`src/rtl/pong_match_controller.sv`:
```
// Pong match sequencer: derives a frame tick from vsync, runs the serve/play/point/game-over
// state machine, keeps both scores and gates paddle moves and ball control.
module pong_match_controller #(
   parameter int SCORE_WIDTH        = 4,
   parameter int SCORE_TO_WIN       = 7,
   parameter int DELAY_WIDTH        = 8,
   parameter int SERVE_DELAY_FRAMES = 60,
   parameter int POINT_PAUSE_FRAMES = 90
) (
   input  logic                   pixel_clock,
   input  logic                   reset,
   input  logic                   vertical_sync,
   input  logic                   start_button,
   input  logic                   ball_out_left,
   input  logic                   ball_out_right,
   input  logic                   p1_up,
   input  logic                   p1_down,
   input  logic                   p2_up,
   input  logic                   p2_down,
   output logic                   p1_move_forward,
   output logic                   p1_move_backward,
   output logic                   p2_move_forward,
   output logic                   p2_move_backward,
   output logic                   frame_tick,
   output logic                   ball_reset,
   output logic                   ball_enable,
   output logic                   serve_direction,
   output logic [SCORE_WIDTH-1:0] score_left,
   output logic [SCORE_WIDTH-1:0] score_right,
   output logic [1:0]             winner,
   output logic [2:0]             match_state
);

   localparam logic [2:0] S_IDLE      = 3'd0;
   localparam logic [2:0] S_SERVE     = 3'd1;
   localparam logic [2:0] S_PLAY      = 3'd2;
   localparam logic [2:0] S_POINT     = 3'd3;
   localparam logic [2:0] S_GAME_OVER = 3'd4;

   localparam logic [DELAY_WIDTH-1:0] SERVE_LAST = DELAY_WIDTH'(SERVE_DELAY_FRAMES - 1);
   localparam logic [DELAY_WIDTH-1:0] POINT_LAST = DELAY_WIDTH'(POINT_PAUSE_FRAMES - 1);
   localparam logic [SCORE_WIDTH-1:0] WIN_SCORE  = SCORE_WIDTH'(SCORE_TO_WIN);

   logic [2:0]             r_state;
   logic [DELAY_WIDTH-1:0] r_counter;
   logic [SCORE_WIDTH-1:0] r_score_left;
   logic [SCORE_WIDTH-1:0] r_score_right;
   logic [1:0]             r_winner;
   logic                   r_serve_dir;
   logic                   r_ball_enable;
   logic                   r_ball_reset;
   logic                   r_frame_tick;
   logic                   r_last_vsync;

   logic [2:0]             w_state_next;
   logic [DELAY_WIDTH-1:0] w_counter_next;
   logic [SCORE_WIDTH-1:0] w_score_left_next;
   logic [SCORE_WIDTH-1:0] w_score_right_next;
   logic [SCORE_WIDTH-1:0] w_score_left_inc;
   logic [SCORE_WIDTH-1:0] w_score_right_inc;
   logic [1:0]             w_winner_next;
   logic                   w_serve_dir_next;
   logic                   w_ball_enable_next;
   logic                   w_ball_reset_next;
   logic                   w_tick;
   logic                   w_move_en;

   // last_vsync resets high so a vsync already high at reset release does not tick
   assign w_tick            = vertical_sync & ~r_last_vsync;
   assign w_score_left_inc  = r_score_left + 1'b1;
   assign w_score_right_inc = r_score_right + 1'b1;

   always_ff @(posedge pixel_clock or posedge reset) begin
      if (reset) begin
         r_state       <= S_IDLE;
         r_counter     <= '0;
         r_score_left  <= '0;
         r_score_right <= '0;
         r_winner      <= 2'b00;
         r_serve_dir   <= 1'b0;
         r_ball_enable <= 1'b0;
         r_ball_reset  <= 1'b0;
         r_frame_tick  <= 1'b0;
         r_last_vsync  <= 1'b1;
      end else begin
         r_state       <= w_state_next;
         r_counter     <= w_counter_next;
         r_score_left  <= w_score_left_next;
         r_score_right <= w_score_right_next;
         r_winner      <= w_winner_next;
         r_serve_dir   <= w_serve_dir_next;
         r_ball_enable <= w_ball_enable_next;
         r_ball_reset  <= w_ball_reset_next;
         r_frame_tick  <= w_tick;
         r_last_vsync  <= vertical_sync;
      end
   end

   always_comb begin
      w_state_next       = r_state;
      w_counter_next     = r_counter;
      w_score_left_next  = r_score_left;
      w_score_right_next = r_score_right;
      w_winner_next      = r_winner;
      w_serve_dir_next   = r_serve_dir;
      w_ball_enable_next = r_ball_enable;
      w_ball_reset_next  = 1'b0;
      if (w_tick) begin
         case (r_state)
            S_IDLE: begin
               if (start_button) begin
                  w_score_left_next  = '0;
                  w_score_right_next = '0;
                  w_winner_next      = 2'b00;
                  w_serve_dir_next   = 1'b0;
                  w_counter_next     = '0;
                  w_ball_reset_next  = 1'b1;
                  w_state_next       = S_SERVE;
               end
            end
            S_SERVE: begin
               if (r_counter == SERVE_LAST) begin
                  w_counter_next     = '0;
                  w_ball_enable_next = 1'b1;
                  w_state_next       = S_PLAY;
               end else begin
                  w_counter_next = r_counter + 1'b1;
               end
            end
            S_PLAY: begin
               if (ball_out_left || ball_out_right) begin
                  w_ball_enable_next = 1'b0;
                  w_counter_next     = '0;
                  w_state_next       = S_POINT;
                  w_ball_reset_next  = 1'b1;
                  // a simultaneous double goal is treated as a void rally
                  if (ball_out_left && !ball_out_right) begin
                     w_score_right_next = w_score_right_inc;
                     w_serve_dir_next   = 1'b0;
                     if (w_score_right_inc == WIN_SCORE) begin
                        w_winner_next     = 2'b10;
                        w_state_next      = S_GAME_OVER;
                        w_ball_reset_next = 1'b0;
                     end
                  end else if (ball_out_right && !ball_out_left) begin
                     w_score_left_next = w_score_left_inc;
                     w_serve_dir_next  = 1'b1;
                     if (w_score_left_inc == WIN_SCORE) begin
                        w_winner_next     = 2'b01;
                        w_state_next      = S_GAME_OVER;
                        w_ball_reset_next = 1'b0;
                     end
                  end
               end
            end
            S_POINT: begin
               if (r_counter == POINT_LAST) begin
                  w_counter_next = '0;
                  w_state_next   = S_SERVE;
               end else begin
                  w_counter_next = r_counter + 1'b1;
               end
            end
            S_GAME_OVER: begin
               w_ball_enable_next = 1'b0;
               if (start_button) w_state_next = S_IDLE;
            end
            default: begin
               w_state_next       = S_IDLE;
               w_ball_enable_next = 1'b0;
               w_counter_next     = '0;
            end
         endcase
      end
   end

   always_comb begin
      w_move_en        = (r_state == S_SERVE) || (r_state == S_PLAY);
      p1_move_forward  = p1_down & w_move_en;
      p1_move_backward = p1_up   & w_move_en;
      p2_move_forward  = p2_down & w_move_en;
      p2_move_backward = p2_up   & w_move_en;
      frame_tick       = r_frame_tick;
      ball_reset       = r_ball_reset;
      ball_enable      = r_ball_enable;
      serve_direction  = r_serve_dir;
      score_left       = r_score_left;
      score_right      = r_score_right;
      winner           = r_winner;
      match_state      = r_state;
   end

endmodule

```
`config.mk`:
```
export PLATFORM = sky130hd
export DESIGN_NAME = pong_match_controller
export DESIGN_NICKNAME = d
export VERILOG_FILES = /design/src/rtl/pong_match_controller.sv
export SDC_FILE = /design/constraint.sdc
export NUM_CORES = 1
export LEC_CHECK = 0
export ABC_AREA = 1
export BUFFER_PORTS_ARGS = -buffer_cell sky130_fd_sc_hd__buf_2
export CAP_MARGIN = 0
export CORE_AREA = 2 2 93 72
export DETAILED_ROUTE_END_ITERATION = 16
export DIE_AREA = 0 0 95 74
export SYNTH_ARGS = -nofsm -noshare
export SYNTH_HDL_FRONTEND = slang
export SYNTH_SLANG_ARGS = --single-unit
```
`constraint.sdc`:
```
create_clock -name pixel_clock -period 2 [get_ports pixel_clock]
set_clock_uncertainty 0.05 [all_clocks]
set_input_delay 0.2 -clock pixel_clock [delete_from_list [all_inputs] [get_ports pixel_clock]]
set_output_delay 0.2 -clock pixel_clock [all_outputs]
set_load 0.1 [all_outputs]
```
==> results.md <==
- Run status: completed
- Leak pwr: 1.11 nW
- Arrival @ worst endpoint: 1.65 ns
- Count of routing violations after the opening detailed-route iteration: 110
- Detailed Place HPWL: 3160 µm
- Cell types occupying the most area after synthesis: dfrtp_1 (37%), nand2_1 (15%), inv_1 (8.3%)
- Area delta synth->final: 29.6%
- Cell types with the highest counts after synthesis: nand2_1 (65), inv_1 (37), dfrtp_1 (25), nand3_1 (21), nor2_1 (21)
- Main synth FF type: dfrtp_1
- Detailed-router iteration count before antenna repair: 4
- Utilization of the core after routing: 35.2%
- Number of flops mapped to enable cells by yosys: 0
- Number of vias after detailed routing: 1620
- Synth Cell Area: 1680 µm²
- Horizontal die dimension: 95 µm
- Bufs on Longest Clock Path: 2
- Endpoint type of the worst setup path: output port
- Required time of the critical path: 1.75 ns
- Post-layout nets: 299
- Relative contribution of the clock network to total power: 9.9%
- Drt drc: 0
- Clock Root Buffer: clkbuf_8
- Share of the yosys chip area belonging to registers: 38.9%
- Wire length after detailed routing: 4080 µm
- Largest net degree at the start of global routing: 15
- Sequential Power Share: 25.7%
- Clock Latency Late Sink: 0.28 ns
- Synthesized instance count: 234
- Register bit total from synthesis: 26
- Slew at the pin with the worst max-slew slack: 0.581 ns
- Proportion of layout cells with a drive suffix above 1: 26.5%
- Clock sinks: 26
- Vertical die dimension: 74 µm
- Proportion of total power due to net switching: 59.7%
- CTS tree: built
- Post-synthesis cell type count: 22
- Total gr overflow: 0
- Crit path launch type: register
- Number of max-capacitance violations reported: 0
- Final setup vio count: 0
- Critical-path maximum fanout: 5
- I/O Buffers: 30
- Slew Limit Headroom: 61.3%
- Core Box Area: 6160 µm²
- TritonCTS buffer count: 3
- FFs w/ async S/R, synth: 100%
- Max frequency: 0.526 GHz
- Power Dens Cells: 1470 nW/µm²
- Start-to-end type of the worst setup path: reg2out
- Post-detailed-route count of antenna-violating nets: 0
- Post-detailed-route wirelength per cell: 11.3 µm
- Internal power: 0.00129 W
- Worst slack at placement: 0.257 ns
- IO Pins: 31
- Largest voltage drop on the vdd net: 0.906 mV
- Final hold violation count: 0
- Power spent charging and discharging nets: 0.00191 W
- Routability congestion estimate from global placement: 0.902
- Vias per std cell: 4.50
- Wire length of the first global-routing pass: 6700 µm
- Mean cell area of the mapped netlist: 7.16 µm²
- Tightest Hold Check Type: in2reg
- Via count of the first global-routing pass: 1400
- Min Tclk post-route: 1.90 ns
- Setup slack after layout: 0.0981 ns
- Fill cell instance count of the final layout: 641
- Total Power: 0.00320 W
- Clock transition time at the flip-flop clock pins of the worst setup and hold paths: 0.09 ns
- Library cell with the highest instance count after synthesis: nand2_1
- Hold slack final: 0.175 ns
- Area share of the leading cell type in the synthesized netlist: 37.3%
- Level count of the clock H-tree: 1
- Gr usage total: 12.3%
- Floorplan die area: 7030 µm²
- Comb pwr share: 64.4%
- Number of antenna violations at the first check in global routing: 0
- Fraction of the cycle the final worst path needs: 95.1%
- Yosys warnings: 0
- Diodes inserted: 0
- Unrepaired setup endpoints after global routing: no
- Cell row count: 25
- Final slew viol count: 0
- Starting density of the core: 27.2%
- Total nets after synthesis: 253
- Dominant cell type by area after synthesis: dfrtp_1
-- per-layer routing --
| layer | vias to the layer above | GRT usage, % | part of all wire [%] |
|---|---|---|---|
| met4 | 0 | 2.42 | 0.88 |
| met1 | 733 | 18.8 | 54 |
| li1 | 841 | - | - |
| met5 | - | 0 | 0 |
| met3 | 4 | 3.04 | 5.5 |
| met2 | 42 | 17.7 | 40 |
-- critical path: stages, from the launching register on --
cell     delay (ns)
dfrtp_4        0.53
nor2_4         0.20
nand2_2        0.12
nand2_1        0.11
inv_2          0.10
nor2_4         0.14
buf_12         0.18
-- registers in the layout, summed over array words and instances, names as in the netlist --
name	flops
winner	2
serve_direction	1
ball_reset	1
r_last_vsync	1
match_state	3
score_right	4
ball_enable	1
r_counter	8
score_left	4
frame_tick	1
-- cell type report --
type | count | area, µm² | share of cell area, %
clock buffer | 4 | 45.0 | 2.07
inverter | 41 | 154 | 7.09
multi-input combinational | 167 | 908 | 41.8
sequential | 26 | 666 | 30.6
tap | 81 | 101 | 4.67
timing repair buffer | 41 | 298 | 13.7
-- cell families (layout without fill, tap and decap cells) --
family                     after synthesis  count (layout)  synth area share [%]
buffers and inverters                   41              86                  9.19
and+or+nand+nor                        133             133                  37.3
AOI/OAI and AO/OA                       25              25                  7.84
adders and majority gates                9               9                  6.72
DFF                                     26              26                  38.9
-- final timing paths --
path | start | end | slack, ns | depth (start not counted)
setup / recovery | match_state[0] | p1_move_backward | 0.1 | 6
min in group asynchronous | reset | match_state[0] | 0.47 | 3
max in group asynchronous | reset | score_left[1] | 0.90 | 4
setup reg to reg | r_counter[0] | match_state[0] | 0.30 | 10
hold reg to reg | winner[0] | winner[0] | 0.44 | 2
hold / removal | start_button | ball_reset | 0.17 | 3
-- stage by stage --
step	instances	TNS (ns)	cell area [µm²]
3_3_place_gp	348	0	2060
3_5_place_dp	348	0	2060
5_1_grt	360	0	2170
2_1_floorplan	234	-0.00218	1730
6_report	360	0	2170
4_1_cts	354	0	2120
-- power groups by stage --
stage	clock network (W)	registers (W)	logic, W
6_report	0.000317	0.000821	0.00206
3_5_place_dp	0	0.000830	0.00198
5_1_grt	0.000355	0.000844	0.00219
2_1_floorplan	0	0.00152	0.000844
4_1_cts	0.000332	0.000819	0.00200
3_3_place_gp	0	0.000827	0.00197
-- layout by cell type, fill, tap and decap left out --
| cell | n |
|---|---|
| nor2_2 | 2 |
| buf_4 | 9 |
| nand2_4 | 1 |
| inv_2 | 7 |
| nor3_4 | 1 |
| clkbuf_8 | 3 |
| buf_12 | 4 |
| inv_1 | 34 |
| dlygate4sd3_1 | 2 |
| dfstp_2 | 1 |
| nor3_1 | 3 |
| nor2_4 | 8 |
| clkbuf_1 | 1 |
| dfrtp_1 | 18 |
| nand3_2 | 2 |
| a21oi_1 | 3 |
| o211ai_1 | 1 |
| nand3b_1 | 2 |
| dfrtp_2 | 5 |
| nand4_1 | 9 |
| nor2_1 | 17 |
| nand3_1 | 21 |
| ha_1 | 9 |
| o21ai_0 | 13 |
| buf_2 | 26 |
| dfrtp_4 | 2 |
| o22ai_1 | 3 |
| o21ai_1 | 5 |
| nand2_2 | 3 |
| nand2_1 | 64 |
-- what timing repair did --
| action | 4_1_cts | 5_1_grt |
|---|---|---|
| setup buffers | 0 | 6 |
| hold buffers | 2 | 0 |
| resized for setup | 1 | 2 |
| setup endpoints to repair | 4 | 4 |
| hold endpoints to repair | 12 | 0 |
| pin swaps | 1 | 2 |
(Power assumes the default switching activity.)
